$ cat config.mk
export PLATFORM = sky130hd
export DESIGN_NAME = seven_seg_scan_controller_flat
export DESIGN_NICKNAME = d
export VERILOG_FILES = /design/src/rtl/seven_seg_scan_controller_if.sv /design/src/rtl/seven_seg_scan_controller.sv /design/src/flat_wrapper.sv
export SDC_FILE = /design/constraint.sdc
export NUM_CORES = 1
export LEC_CHECK = 0
export BUFFER_PORTS_ARGS = -buffer_cell sky130_fd_sc_hd__buf_2
export CAP_MARGIN = 20
export CORE_ASPECT_RATIO = 1.2
export CORE_MARGIN = 1
export CORE_UTILIZATION = 50
export DETAILED_ROUTE_END_ITERATION = 12
export PLACE_DENSITY = 0.7
export SLEW_MARGIN = 20
export SYNTH_ARGS = -nofsm -noshare
export SYNTH_HDL_FRONTEND = slang
export SYNTH_SLANG_ARGS = --single-unit
$ cat constraint.sdc
create_clock -name clk_i -period 2.6 [get_ports clk_i]
set_input_delay 0.78 -clock clk_i [delete_from_list [all_inputs] [get_ports clk_i]]
set_output_delay 0.78 -clock clk_i [all_outputs]
set_load 0.05 [all_outputs]
$ cat src/rtl/seven_seg_scan_controller_if.sv
// Host-side bus of the seven-segment scan controller: value load strobe,
// digit data, leading-zero mode and the pending status flag.
interface seven_seg_scan_controller_if #(
  parameter int NUM_DIGITS = 4
);
  logic                    load;
  logic [4*NUM_DIGITS-1:0] value;
  logic                    lz_suppress;
  logic                    pending;

  modport master (output load, output value, output lz_suppress, input pending);
  modport slave  (input load, input value, input lz_suppress, output pending);
endinterface

$ cat src/rtl/seven_seg_scan_controller.sv
// Time-multiplexed common-anode display scanner sharing one 7-seg decoder.
// Each digit slot starts with all anodes off while the decoder settles on
// the new nibble; new values are double-buffered and swapped only at the
// end of the last digit's slot so a frame never mixes old and new digits.
module seven_seg_scan_controller #(
  parameter int NUM_DIGITS   = 4,
  parameter int REFRESH_DIV  = 50000,
  parameter int BLANK_CYCLES = 2
) (
  input  logic                        clk_i,
  input  logic                        rst_i,
  seven_seg_scan_controller_if.slave  host,
  output logic [3:0]                  digit_nibble_o,
  output logic [NUM_DIGITS-1:0]       anode_n_o,
  output logic                        frame_start_o
);
  localparam int CW = $clog2(REFRESH_DIV);
  localparam int IW = (NUM_DIGITS > 1) ? $clog2(NUM_DIGITS) : 1;
  localparam int VW = 4 * NUM_DIGITS;

  typedef enum logic {BLANK, SHOW} state_t;

  state_t                state_q;
  logic [CW-1:0]         cnt_q, cnt_d;
  logic [IW-1:0]         idx_q, idx_d;
  logic [VW-1:0]         shadow_q, disp_q;
  logic                  pending_q, lz_q;
  logic [3:0]            nibble_q;
  logic [NUM_DIGITS-1:0] anode_q;
  logic                  fs_q;

  logic                  slot_end, frame_end;
  logic [3:0]            sel_nibble;
  logic                  upper_zero, upper_zero_i;
  logic [NUM_DIGITS-1:0] anode_sel;

  assign slot_end  = (cnt_q == CW'(REFRESH_DIV - 1));
  assign frame_end = slot_end && (idx_q == IW'(NUM_DIGITS - 1));
  assign anode_sel = ~(NUM_DIGITS'(1) << idx_q);

  // Slot counter and digit index next-state.
  always_comb begin
    cnt_d = slot_end ? '0 : cnt_q + 1'b1;
    idx_d = idx_q;
    if (slot_end)
      idx_d = (idx_q == IW'(NUM_DIGITS - 1)) ? '0 : idx_q + 1'b1;
  end

  // Nibble for the current digit; leading zeros (never digit 0) map to blank.
  always_comb begin
    sel_nibble   = 4'hF;
    upper_zero   = 1'b1;
    upper_zero_i = 1'b1;
    for (int i = NUM_DIGITS - 1; i >= 0; i--) begin
      upper_zero_i = upper_zero && (disp_q[4*i +: 4] == 4'h0);
      if (IW'(i) == idx_q)
        sel_nibble = (lz_q && (i != 0) && upper_zero_i) ? 4'hF : disp_q[4*i +: 4];
      upper_zero = upper_zero_i;
    end
  end

  // Scan FSM: counters, blank/show state and the registered pin outputs.
  always_ff @(posedge clk_i) begin
    if (rst_i) begin
      state_q  <= BLANK;
      cnt_q    <= '0;
      idx_q    <= '0;
      nibble_q <= 4'hF;
      anode_q  <= '1;
      fs_q     <= 1'b0;
    end else begin
      cnt_q <= cnt_d;
      idx_q <= idx_d;
      fs_q  <= (cnt_q == '0) && (idx_q == '0);
      if (cnt_q == '0)
        nibble_q <= sel_nibble;
      case (state_q)
        BLANK: begin
          anode_q <= '1;
          if (cnt_q == CW'(BLANK_CYCLES - 1))
            state_q <= SHOW;
        end
        SHOW: begin
          anode_q <= anode_sel;
          if (slot_end)
            state_q <= BLANK;
        end
        default: state_q <= BLANK;
      endcase
    end
  end

  // Shadow/display double buffer; swap and lz sampling only at frame end.
  always_ff @(posedge clk_i) begin
    if (rst_i) begin
      shadow_q  <= '0;
      disp_q    <= '0;
      pending_q <= 1'b0;
      lz_q      <= 1'b0;
    end else if (frame_end) begin
      lz_q <= host.lz_suppress;
      if (host.load) begin
        disp_q    <= host.value;
        pending_q <= 1'b0;
      end else if (pending_q) begin
        disp_q    <= shadow_q;
        pending_q <= 1'b0;
      end
    end else if (host.load) begin
      shadow_q  <= host.value;
      pending_q <= 1'b1;
    end
  end

  assign host.pending   = pending_q;
  assign digit_nibble_o = nibble_q;
  assign anode_n_o      = anode_q;
  assign frame_start_o  = fs_q;
endmodule

$ cat src/flat_wrapper.sv
// flat-port wrapper written by rule: the top's interface ports become plain ports
module seven_seg_scan_controller_flat 
#(
  parameter int NUM_DIGITS   = 4,
  parameter int REFRESH_DIV  = 50000,
  parameter int BLANK_CYCLES = 2
)
  (clk_i, rst_i, digit_nibble_o, anode_n_o, frame_start_o, host_load, host_value, host_lz_suppress, host_pending);
  seven_seg_scan_controller_if #(.NUM_DIGITS(NUM_DIGITS)) host_i ();
  input  logic clk_i;
  input  logic rst_i;
  output logic [3:0] digit_nibble_o;
  output logic [NUM_DIGITS-1:0] anode_n_o;
  output logic frame_start_o;
  input wire logic [$bits(host_i.load)-1:0] host_load;
  input wire logic [$bits(host_i.value)-1:0] host_value;
  input wire logic [$bits(host_i.lz_suppress)-1:0] host_lz_suppress;
  output wire logic [$bits(host_i.pending)-1:0] host_pending;
  assign host_i.load = host_load;
  assign host_i.value = host_value;
  assign host_i.lz_suppress = host_lz_suppress;
  assign host_pending = host_i.pending;
  seven_seg_scan_controller #(.NUM_DIGITS(NUM_DIGITS), .REFRESH_DIV(REFRESH_DIV), .BLANK_CYCLES(BLANK_CYCLES)) u_core (.clk_i(clk_i), .rst_i(rst_i), .host(host_i), .digit_nibble_o(digit_nibble_o), .anode_n_o(anode_n_o), .frame_start_o(frame_start_o));
endmodule
Yosys cells after proc, flatten, opt, wreduce, memory -nomap -nowiden. Cells that the tools add are included. Widths: inputs -> output; s select.

Register bits after elaboration: 62. Word-level logic and storage cells: 53. Output and inout port bits: 10. Bits of input ports: 20.

Bitwise operators: 3. Equality and inequality tests: 6. Reduce and logical (&&, ||, !) cells: 17. Muxes and demuxes: 14. Shift operators: 1. Add/sub/neg operators: 2.

Operator list (number): $mux 16 (2); $mux 4 (7); $add 16x1->16 const B (1); $eq 16x1->1 const B (1); $eq 16x16->1 const B (1); $logic_not 16->1 (1); $logic_not 4->1 (3); $pmux 4 s2 (1); $logic_and 1x1->1 (7); $eq 2x2->1 const A (2); $not 4->4 (1); $reduce_and 2->1 (2); $reduce_or 2->1 (2); $shl 1x2->4 const A (1); $add 2x1->2 const B (1); $eq 1x2->1 const A (1); $eq 2x2->1 const B (1); $logic_not 2->1 (1); $mux 1 (2); $mux 2 (1); $not 1->1 (2); $pmux 1 s2 (1); $reduce_bool 2->1 (1).

Logic depth before layout (Yosys ltp).
Word-level depth: 7. Mapped depth: 8. Mapped depth without buffers: 7.

Least setup slack after synthesis. OpenSTA, ideal clock, no wires.

Path kind: reg2reg. From: reg u_core.cnt_q[0]. To: reg u_core.shadow_q[6]. Setup time: 128 ps. Required time: 2472 ps. Path slack: 642 ps. Buffers on the path: 1. Clock period less this slack: 1958 ps. Cell stages (with the launch flop): 8. Data arrival time: 1830 ps. Cell sequence: dfxtp_1 > ha_1 > and3_4 > nand4_4 > o31ai_4 > buf_8 > mux2i_1 > nor2_1.

Cells in the longest elaborated chain, start to end: 4.

Ends and longest elaborated chain: start, declared (line seven_seg_scan_controller.sv:24) `logic [CW-1:0] cnt_q, cnt_d;`; start signal, assigned (line seven_seg_scan_controller.sv:72) `cnt_q <= cnt_d;`; $eq 16x16->1 (line seven_seg_scan_controller.sv:37) `assign slot_end = (cnt_q == CW'(REFRESH_DIV - 1));`; $logic_and 1x1->1 (line seven_seg_scan_controller.sv:38) `assign frame_end = slot_end && (idx_q == IW'(NUM_DIGITS - 1));`; $not 1->1 (no line); $reduce_and 2->1 (no line); end signal, assigned (line seven_seg_scan_controller.sv:110) `shadow_q <= host.value;`; end, declared (line seven_seg_scan_controller.sv:26) `logic [VW-1:0] shadow_q, disp_q;`.

No other way between the ends. A chain may end at the register's enable or synchronous reset.

Final worst setup path.
From: reg u_core.cnt_q[0]. To: reg u_core.cnt_q[7].

Cells in the longest elaborated chain, start to end: 2. Elaborated cells on any way between the ends: 3. Those cells by class: add/sub (1); eq/ne (1); reduce/logical (1).

Ends and longest elaborated chain: branches (longest 2 deep; another with $add 16x1->16).

Several ways; the timed one is not identified.

==> flow_metrics.tcl <==
set metrics [dict create \
    outcome "finished, final reports clean" \
    ff2ff_setup_slack_ns 0.50 \
    p_leak_nw 1.27 \
    first_global_vias 2030 \
    worstReg2RegStart "u_core.cnt_q[0]" \
    cp_max_fo 15 \
    drv_slew 0 \
    antenna_found_initial 0 \
    post_cts_resize_count 0 \
    setup_slack_ns 0.498 \
    avgViaCountPerCell 5.39 \
    dieHeight_um 84.1 \
    synth_enable_flop_cells 0 \
    nets 361 \
    power_mw 2.20 \
    ant_nets 0 \
    yosysSeqAreaShare_pct 44.2 \
    ys_ff_latch 62 \
    rows 29 \
    crit_path_max_incr_delay_ns 0.44 \
    worstPathRequired_ns 2.80 \
    dieWidth_um 70.4 \
    globalRouteTotalUtil_pct 20.3 \
    gp_congestion 0.852 \
    seq_area_mm2 0.00124 \
    vias 2157 \
    rsz0062_at_grt "false" \
    syn-cell-area_mm2 0.00281 \
    grt_max_degree 33 \
    dieArea_mm2 0.00592 \
    powerDensity_mw_per_mm2 681 \
    htree_num_levels 3 \
    finalHoldWorstSlack_ns 0.484 \
    drc_errors 0 \
    synth_top_cell_area_share_pct 44.2 \
    cts_sinks 62 \
    drv_cap 0 \
    multi_input_area_mm2 0.00145 \
    num_io_pins 30 \
    ys_top_cells_by_area "dfxtp_1 (44%), mux2i_1 (12%), nor2_1 (8.4%)" \
    synthCells 303 \
    cp.arrival_ns 2.30 \
    fin_crit_sh_pct 80.8 \
    fin_crit_ns 2.10 \
    worst_r2r_path_depth 6 \
    cts_setup_buffers 0 \
    clock_latency_ns 0.34 \
    reg2reg_to "u_core.cnt_q[7]" \
    cts_max_path_buffers 2 \
    setup.worst_path.end "u_core.cnt_q[7]" \
    worstPathCellList "ha_1, and3_4, nand4_4, or2_2, nand2b_1, nor2_1" \
    numCtsBuffers 9 \
    postCtsHoldBufs 0 \
    tightest_slew_ns 0.579 \
    final_util_pct 60.7 \
    synth.avg_cell_area_um2 9.26 \
    hpwl_mm 3.81 \
    instances_no_fill 400 \
    start_util_pct 52.6 \
    synth_nets 330 \
    cpMaxStageDelayCell "nand2b_1" \
    synth_top_cell_by_area "dfxtp_1" \
    grt_pass1_wl_mm 9.33 \
    root_buffer "clkbuf_8" \
    place_area_mm2 0.00300 \
    coreArea_mm2 0.00533 \
    skew_ns 0.00576 \
    ir_drop_uv 377 \
    tns_ns 0 \
    grt_remaining_overflow 0 \
    drive_gt1_share_pct 16.6 \
    min_path_type "flop to flop" \
    diodes 0 \
    hold_viol_final 0 \
    yosys_warnings 0 \
    synth_flop_cell "dfxtp_1" \
    drtIter0Drc 178 \
    fin_area_mm2 0.00324 \
    fmax_mhz 476 \
    setup_violations 0 \
    startpoint_type "flop" \
    io_buffers 29 \
    min_path_cells 2 \
    syn_to_final_growth_pct 15.4 \
    yosys.cell_types.count 43 \
    crit_start "u_core.cnt_q[0]" \
    cp-end-kind "flop" \
    nFillCells 459 \
    worstSetupPathType "flop to flop" \
    cts_tree "built" \
    wl_per_cell_um 13.6 \
    placedCellCount 385 \
    clkTransAtPathRegs_ns 0.06 \
    pre_cts_ws_ns 0.532 \
    dr.pass1.iters 4 \
    drt_wl_total_mm 5.45 \
    max_slew_margin_pct 61.4 \
    async_flop_share_pct 0 \
]
==> layout make-up <==
class | count | area share (%)
Clock buffer | 11 | 4.37
Sequential cell | 62 | 38.3
Multi-Input combinational cell | 216 | 44.8
Clock inverter | 4 | 2.94
Tap cell | 62 | 2.40
Inverter | 12 | 1.39
Timing Repair Buffer | 33 | 5.80
==> state kept, by name, summed over array words and instances, names as in the netlist <==
| signal | flops |
|---|---|
| u_core.shadow_q | 16 |
| u_core.disp_q | 16 |
| u_core.cnt_q | 16 |
| u_core.frame_start_o | 1 |
| u_core.lz_q | 1 |
| u_core.state_q | 1 |
| u_core.host.pending | 1 |
| u_core.idx_q | 2 |
| u_core.anode_n_o | 4 |
| u_core.digit_nibble_o | 4 |
==> power by group <==
part	switching (mW)	internal (mW)
Sequential	0.0177	0.983
Combinational	0.119	0.0669
Clock	0.361	0.657
Total	0.498	1.71
==> cell usage after synthesis, drive strengths merged, types with 2 or more instances <==
cell type and number:
nand2b 3, a311o 3, a21oi 5, nand4 3
o211ai 3, ha 7, a31oi 4, inv 12
buf 6, mux2i 33, nor4 6, and3 2
nand3 10, a211oi 16, dfxtp 62, or4 2
clkbuf 7, nor2 63, nand2 17, o31ai 2
nor3 11, xor2 7, xnor2 7
==> placed cells by master (no fill, tap or decap), types with 4 or more instances in the layout <==
cell type   n
nor2_1     63
dfxtp_1    62
mux2i_1    33
buf_2      29
nand2_1    17
a211oi_1   16
inv_1      12
nor3_1     11
nand3_1    10
clkbuf_8   10
xor2_1      7
xnor2_1     7
ha_1        7
a21oi_1     5
a31oi_1     4
==> worst max-delay path, delay by kind of cell, from the launching register on <==
kind / cells / cell delay [ns]
flip-flops: 1 / 0.42
AND/OR/NAND/NOR: 5 / 1.33
adder cells (fa/ha/maj): 1 / 0.22
==> layer usage <==
layer,track usage [%],wire [um]
met5,0,0
met4,9.45,108
met3,6.28,287
met2,29.1,2290
met1,27.5,2760
==> how the worst min path moves through the flow <==
stage / startpoint / to / slack, ns
after global placement: u_core.cnt_q[0] / u_core.cnt_q[0] / 0.47
final: u_core.digit_nibble_o[3] / u_core.digit_nibble_o[3] / 0.48
after floorplan: u_core.disp_q[0] / u_core.digit_nibble_o[0] / 0.45
after detailed placement: u_core.digit_nibble_o[1] / u_core.digit_nibble_o[1] / 0.47
after global routing: u_core.digit_nibble_o[1] / u_core.digit_nibble_o[1] / 0.51
after CTS: u_core.disp_q[3] / u_core.digit_nibble_o[3] / 0.48
==> kinds of logic (layout without fill, tap and decap cells) <==
group                      count (synthesis)  count (layout)  synth area share, %
adders and majority gates                  7               7                 3.12
muxes                                     33              33                 11.8
buffers and inverters                     25              60                 4.10
DFF                                       62              62                 44.2
xor gates and xnor gates                  14              14                 4.37
and+or+nand+nor                          123             123                 21.7
AOI/OAI and AO/OA                         39              39                 10.7
(Power assumes the default switching activity.)
